File: src/rtl/bus_dma_initiator.sv
// bus_dma_initiator: word-copy DMA master on the req/gnt/rvalid bus.
// Alternates single reads and writes, one transaction in flight.
module bus_dma_initiator #(
  parameter int LEN_W   = 16,
  parameter int TIMEOUT = 255
) (
  input  logic             clk,
  input  logic             rst,
  input  logic             cmd_valid,
  output logic             cmd_ready,
  input  logic [31:0]      cmd_src,
  input  logic [31:0]      cmd_dst,
  input  logic [LEN_W-1:0] cmd_len,
  output logic             busy,
  output logic             done,
  output logic             err,
  output logic [31:0]      err_addr,
  output logic             data_req,
  output logic             data_we,
  output logic [3:0]       data_be,
  output logic [31:0]      data_addr,
  output logic [31:0]      data_wdata,
  input  logic             data_gnt,
  input  logic             data_rvalid,
  input  logic [31:0]      data_rdata,
  input  logic             data_err
);

  localparam int TW = $clog2(TIMEOUT + 1);

  typedef enum logic [2:0] {
    S_IDLE,
    S_RD_REQ,
    S_RD_WAIT,
    S_WR_REQ,
    S_WR_WAIT,
    S_DONE,
    S_ERR
  } state_t;

  state_t           r_state;
  state_t           w_nxt;
  logic [31:0]      r_src;
  logic [31:0]      r_dst;
  logic [31:0]      r_buf;
  logic [31:0]      r_eaddr;
  logic [31:0]      w_src;
  logic [31:0]      w_dst;
  logic [31:0]      w_buf;
  logic [31:0]      w_eaddr;
  logic [31:0]      w_cur;
  logic [LEN_W-1:0] r_cnt;
  logic [LEN_W-1:0] w_cnt;
  logic [TW-1:0]    r_timer;
  logic [TW-1:0]    w_timer;
  logic             w_rd;
  logic             w_wr;
  logic             w_tmo;

  assign w_rd  = (r_state == S_RD_REQ) ||
                 (r_state == S_RD_WAIT);
  assign w_wr  = (r_state == S_WR_REQ) ||
                 (r_state == S_WR_WAIT);
  assign w_cur = w_rd ? r_src :
                 (w_wr ? r_dst : 32'h0);
  assign w_tmo = (r_timer == TW'(TIMEOUT - 1));

  always_comb begin
    w_nxt   = r_state;
    w_src   = r_src;
    w_dst   = r_dst;
    w_cnt   = r_cnt;
    w_buf   = r_buf;
    w_eaddr = r_eaddr;
    unique case (r_state)
      S_IDLE: begin
        if (cmd_valid) begin
          w_src   = cmd_src & ~32'h3;
          w_dst   = cmd_dst & ~32'h3;
          w_cnt   = cmd_len;
          w_eaddr = 32'h0;
          w_nxt   = (cmd_len == '0) ? S_DONE
                                    : S_RD_REQ;
        end
      end
      S_RD_REQ: begin
        if (data_gnt) begin
          w_nxt = S_RD_WAIT;
        end else if (w_tmo) begin
          w_nxt   = S_ERR;
          w_eaddr = r_src;
        end
      end
      S_RD_WAIT: begin
        if (data_rvalid) begin
          if (data_err) begin
            w_nxt   = S_ERR;
            w_eaddr = r_src;
          end else begin
            w_buf = data_rdata;
            w_nxt = S_WR_REQ;
          end
        end else if (w_tmo) begin
          w_nxt   = S_ERR;
          w_eaddr = r_src;
        end
      end
      S_WR_REQ: begin
        if (data_gnt) begin
          w_nxt = S_WR_WAIT;
        end else if (w_tmo) begin
          w_nxt   = S_ERR;
          w_eaddr = r_dst;
        end
      end
      S_WR_WAIT: begin
        if (data_rvalid) begin
          if (data_err) begin
            w_nxt   = S_ERR;
            w_eaddr = r_dst;
          end else begin
            w_cnt = r_cnt - LEN_W'(1);
            w_src = r_src + 32'd4;
            w_dst = r_dst + 32'd4;
            w_nxt = (r_cnt == LEN_W'(1)) ? S_DONE
                                         : S_RD_REQ;
          end
        end else if (w_tmo) begin
          w_nxt   = S_ERR;
          w_eaddr = r_dst;
        end
      end
      S_DONE:  w_nxt = S_IDLE;
      S_ERR:   w_nxt = S_IDLE;
      default: w_nxt = S_IDLE;
    endcase
  end

  // timer restarts on every state change
  always_comb begin
    w_timer = '0;
    if ((w_rd || w_wr) && (w_nxt == r_state))
      w_timer = r_timer + TW'(1);
  end

  always_ff @(posedge clk) begin
    if (!rst) begin
      r_state <= S_IDLE;
      r_src   <= 32'h0;
      r_dst   <= 32'h0;
      r_cnt   <= '0;
      r_buf   <= 32'h0;
      r_eaddr <= 32'h0;
      r_timer <= '0;
    end else begin
      r_state <= w_nxt;
      r_src   <= w_src;
      r_dst   <= w_dst;
      r_cnt   <= w_cnt;
      r_buf   <= w_buf;
      r_eaddr <= w_eaddr;
      r_timer <= w_timer;
    end
  end

  assign cmd_ready  = (r_state == S_IDLE);
  assign busy       = (r_state != S_IDLE);
  assign done       = (r_state == S_DONE);
  assign err        = (r_state == S_ERR);
  assign err_addr   = r_eaddr;
  assign data_req   = (r_state == S_RD_REQ) ||
                      (r_state == S_WR_REQ);
  assign data_we    = (r_state == S_WR_REQ);
  assign data_be    = 4'b1111;
  assign data_addr  = w_cur;
  assign data_wdata = (r_state == S_WR_REQ) ? r_buf
                                            : 32'h0;

endmodule

File: config.mk
export PLATFORM = sky130hd
export DESIGN_NAME = bus_dma_initiator
export DESIGN_NICKNAME = d
export VERILOG_FILES = /design/src/rtl/bus_dma_initiator.sv
export SDC_FILE = /design/constraint.sdc
export NUM_CORES = 1
export LEC_CHECK = 0
export CORE_MARGIN = 1
export CORE_UTILIZATION = 44
export CTS_CLUSTER_SIZE = 40
export DETAILED_ROUTE_END_ITERATION = 12
export MAX_ROUTING_LAYER = met4
export PLACE_DENSITY = 0.73
export SLEW_MARGIN = 10
export SYNTH_ARGS = -nofsm -noshare
export SYNTH_HDL_FRONTEND = slang
export SYNTH_SLANG_ARGS = --single-unit
File: constraint.sdc
create_clock -name clk -period 6.85 [get_ports clk]
set_clock_uncertainty 0.2 [all_clocks]
set_input_delay 2.055 -clock clk [delete_from_list [all_inputs] [get_ports clk]]
set_output_delay 2.055 -clock clk [all_outputs]
set_load 0.01 [all_outputs]
# After elaboration in Yosys (flattened, before gate mapping)

Cells that the tools add are included.

Add/subtract/negate cells: 4
Equality and inequality tests: 16
Muxes and demuxes: 36
Reduce and logical (&&, ||, !) cells: 14
Bitwise logic cells: 1

Operator list:

| kind                    | number |
|---|---|
| $mux W32                | 18 |
| $pmux W32 S5            | 1 |
| $pmux W32 S2            | 2 |
| $add A32 B3 Y32 const B | 2 |
| $mux W16                | 3 |
| $pmux W16 S2            | 1 |
| $mux W3                 | 10 |
| $eq A16 B1 Y1 const B   | 1 |
| $logic_not A16 Y1       | 1 |
| $sub A16 B1 Y16 const B | 1 |
| $pmux W3 S5             | 1 |
| $ne A2 B2 Y1 const B    | 5 |
| $eq A3 B3 Y1 const B    | 3 |
| $add A8 B1 Y8 const B   | 1 |
| $eq A8 B8 Y1 const B    | 1 |
| $eq A3 B2 Y1 const B    | 2 |
| $ne A3 B3 Y1 const B    | 2 |
| $reduce_and A6 Y1       | 1 |
| $reduce_bool A5 Y1      | 1 |
| $logic_or A1 B1 Y1      | 4 |
| $reduce_and A4 Y1       | 1 |
| $eq A3 B1 Y1 const B    | 1 |
| $eq A3 B3 Y1            | 1 |
| $logic_not A3 Y1        | 1 |
| other kinds (6)         | 6 |

Input bits: 118
Logic and storage cells: 78
Flip-flop bits (word level): 155

# Longest topological paths before layout

Depth after elaboration: 8
Gate-level depth with buffers: 9
Mapped depth without buffers: 7

# Worst setup path before layout

Ideal clock, no wire load.

Path type: register to output
From: reg r_state[2]
To: out data_addr[28]
Stages on the path, launching flop included: 9
Arrival time: 1.719 ns
Setup slack: 2.876 ns
Path buffers: 5
Data required time: 4.595 ns
Cell sequence: dfxtp_1 > buf_4 > nor3b_1 > buf_2 > buf_2 > buf_2 > buf_2 > nand2_1 > o21ai_0

Longest elaborated chain between the ends: 4

Ends and longest elaborated chain:

| element                                      | line   | RTL |
|---|---|---|
| start, declared                              | 41     | `state_t r_state;` |
| start signal, assigned                       | 156    | `r_state <= w_nxt;` |
| $eq A3 B2 Y1 or $eq A3 B3 Y1 (tied branches) | 62, 63 |  |
| $logic_or A1 B1 Y1                           | 62     | `assign w_wr = (r_state == S_WR_REQ) \|\|` |
| $mux W32                                     | 65     | `(w_wr ? r_dst : 32'h0);` |
| $mux W32 *                                   | 64     | `assign w_cur = w_rd ? r_src :` |
| end, declared                                | 21     | `output logic [31:0] data_addr,` |

Mark *: on every way between the ends. The rest lies on a longest branch, timed or not.

# Worst setup path in the final report

From: reg r_state[0]
To: out data_addr[24]

Same word-level chain as after synthesis.

==> impl_metrics.toml <==
[floorplanning]
dieHeight_um = 145
rows = 52
dieWidth_um = 145
initial_core_util_pct = 44.9
core_um2 = 20200
dieArea_um2 = 21100
num_io_pins = 224

[worst_setup_path]
rrSetupSlack_ps = 3640
critPathArrivalTime_ps = 3330
worst-path-max-fanout = 37
critPathMaxStageDelay_ps = 800
slowest_stage = "nor2_4"
crit_family = "buffers and inverters"
path_cells = "inv_1, nor2_4, a22oi_1, o21ai_0, clkdlybuf4s50_1"
timing.critical_path.buf_inv = 2
required_ps = 4600
r2r-start = "r_state[2]$_SDFF_PN0_"
crit_type = "flop to output port"
end_kind = "output port"
worst_setup_path_start_kind = "flop"
regToRegEndpoint = "err_addr[19]$_SDFFE_PN0P_"
reg2regPathDepth = 8

[pwr]
p_clk_share_pct = 40.8
swShare_pct = 30.0
p_int_mw = 1.72
pwr-share-comb_pct = 17.7
power_density_nw_per_um2 = 208
power_switching_uw = 736
peakVddDrop_mv = 0.199
power_leakage_nw = 4.09
seqPwrFrac_pct = 41.5

[clock_tree]
cts_resized = 0
path_clk_slew_ps = 60
cts_tree = "yes"
numCtsBuffers = 17
clk_path_buf_depth = 2
cts_sinks = 151
postCtsSetupRepairBufs = 0
htreeDepth = 4
root_buffer = "clkbuf_16"
clock_latency_ps = 430
cts_hold_buf = 0

[global_route]
overflow = 0
grt_pass1_vias = 9309
grt_usage_pct = 29.1
grt_pass1_wl_mm = 48.6
grt_max_degree = 119
antenna_found_initial = 0

[routing]
ant_nets = 0
avgViaCountPerCell = 6.15
drc = 0
post_drt_wl_per_cell_um = 18.5
drt_iter0_markers = 913
vias = 10100
drt-total-wl_mm = 30.3
first_pass_iters = 5

[yosys]
synth_largest_area_cell = "dfxtp_1"
ys_seq_elements = 151
ys_seq_area_share_pct = 33.4
netlist_top_cells_area = "dfxtp_1 (33%), nand2_1 (6.8%), a21oi_1 (6.7%)"
dominantRegCellSynth = "dfxtp_1"
syn_area_um2 = 9050
syn_avg_cell_area_um2 = 7.34
synthTopCellsByCount = "nand2_1 (164), dfxtp_1 (151), a21oi_1 (121)"
synth_top_area_share_pct = 33.4
yosysMostFrequentCell = "nand2_1"
synth_edf_count = 0
synthArstFlopShare_pct = 0
yosys.cell_types.count = 78
synthCells = 1233
ys_warn_count = 0

[sta]
setup_slack_ps = 1260
finalHoldViolations = 0
fmax_mhz = 179
max_slew_margin_pct = 26.7
min_period_ps = 5590
worst_hold_slack_ps = 249
drv_slew = 0
setup_viol = 0
fin_crit_sh_pct = 81.6
rsz0062_at_grt = "no"
finalSetupTns_ps = 0
tightest_slew_ps = 1100

[status]
status = "complete, no violations"

[hold_path]
whs_path_depth = 2
hold_path.class = "flop to flop"
hold-path-endpoint = "r_buf[1]$_SDFFE_PN0P_"
holdCritStartpoint = "r_buf[1]$_SDFFE_PN0P_"

[layout]
layout-area-overhead-vs-synth_pct = 30.5
seq_area_um2 = 3020
drive_gt1_share_pct = 7.02
diodes = 0
num-fill-cells = 1863
final_nets = 1479
multi_input_area_um2 = 5480

[placed_design]
gp_congestion = 0.859
io_buffer_count = 213
dp_hpwl_mm = 20.3
place_ws_ps = 1750

[flow_run]
cap_violations = 0
## placed cells by master, fill, tap and decap left out, drive strengths merged, types with 5 or more instances in the layout
cell type	Yosys	final
nor4	9	9
conb	2	6
a2bb2oi	5	5
o211ai	8	8
clkdlybuf4s50	0	213
o22ai	9	9
a32o	6	6
buf	43	22
ha	6	6
clkinv	0	7
nand3b	5	5
nand3	75	75
o221a	10	10
nand2b	5	5
clkbuf	93	19
a311oi	12	12
a211oi	15	15
nand4	27	27
a22oi	36	36
or3	8	8
a21oi	121	121
a31oi	23	23
o31ai	5	5
a22o	32	32
nand2	164	164
o21ai	110	110
nor2	73	73
and2	9	9
and3	48	48
dfxtp	151	151
nor2b	7	7
or4	7	7
inv	9	11
nor3	33	33
a21o	7	7
## cell families after synthesis
family | Yosys count | synth area share, %
simple gates | 487 | 26.8
compound gates | 430 | 30.7
flops | 151 | 33.4
buf+inv | 145 | 6.90
xor+xnor | 7 | 0.677
fa+ha+maj | 6 | 0.830
mux | 5 | 0.594
other cells | 2 | 0.0830
## power by group through the flow
stage / sequential, mW / clock (mW) / combinational, mW
after global placement: 1.03 / 0 / 0.422
after floorplan: 0.988 / 0 / 0.290
after detailed placement: 1.03 / 0 / 0.429
final: 1.02 / 1.00 / 0.434
after CTS: 1.01 / 1.01 / 0.431
after global routing: 1.03 / 1.05 / 0.474
## layer usage
layer	vias up	GRT usage, %	wire, um
met3	58	6.83	2620
li1	4794	-	-
met4	0	11.5	943
met1	4705	36.9	12800
met5	-	-	0
met2	516	44.8	14000
## sequential cells by signal (all words and copies together), names as in the netlist
name and count:
r_dst 30, err_addr 32, r_state 3, r_src 30
r_cnt 16, r_buf 32, r_timer 8
## worst max path at each step
| stage | startpoint | endpoint | cells after the start |
|---|---|---|---|
| after floorplan | r_state[2]$_SDFF_PN0_ | data_addr[28] | 8 |
| after global placement | r_state[0]$_SDFF_PN0_ | data_addr[26] | 5 |
| after detailed placement | r_state[0]$_SDFF_PN0_ | data_addr[24] | 5 |
| after CTS | r_state[0]$_SDFF_PN0_ | data_addr[24] | 5 |
| after global routing | r_state[0]$_SDFF_PN0_ | data_addr[24] | 5 |
| final | r_state[0]$_SDFF_PN0_ | data_addr[24] | 5 |
## tightest hold or removal path, delay by kind of cell (launching register included)
kind | cells | cell delay [ps]
and+or+nand+nor | 1 | 50
AOI/OAI and AO/OA | 1 | 50
DFF | 1 | 300
## per-stage QoR
| stage | total power [mW] | std cells | util (%) | cell area (um2) |
|---|---|---|---|---|
| 2_1_floorplan | 1.28 | 1237 | - | 9060 |
| 3_3_place_gp | 1.45 | 1606 | 55.5 | 11200 |
| 3_5_place_dp | 1.46 | 1606 | 55.5 | 11200 |
| 4_1_cts | 2.45 | 1638 | 58.6 | 11800 |
| 5_1_grt | 2.55 | 1638 | 58.6 | 11800 |
| 6_report | 2.45 | 1638 | 58.6 | 11800 |
## final cells by class
class / count / area share (%)
Timing Repair Buffer: 235 / 19.6
Inverter: 9 / 0.297
Tap cell: 270 / 2.86
Clock inverter: 13 / 1.43
Clock buffer: 19 / 3.83
Sequential cell: 151 / 25.6
Multi-Input combinational cell: 941 / 46.4
No activity file was read; power rests on OpenSTA's default activity.
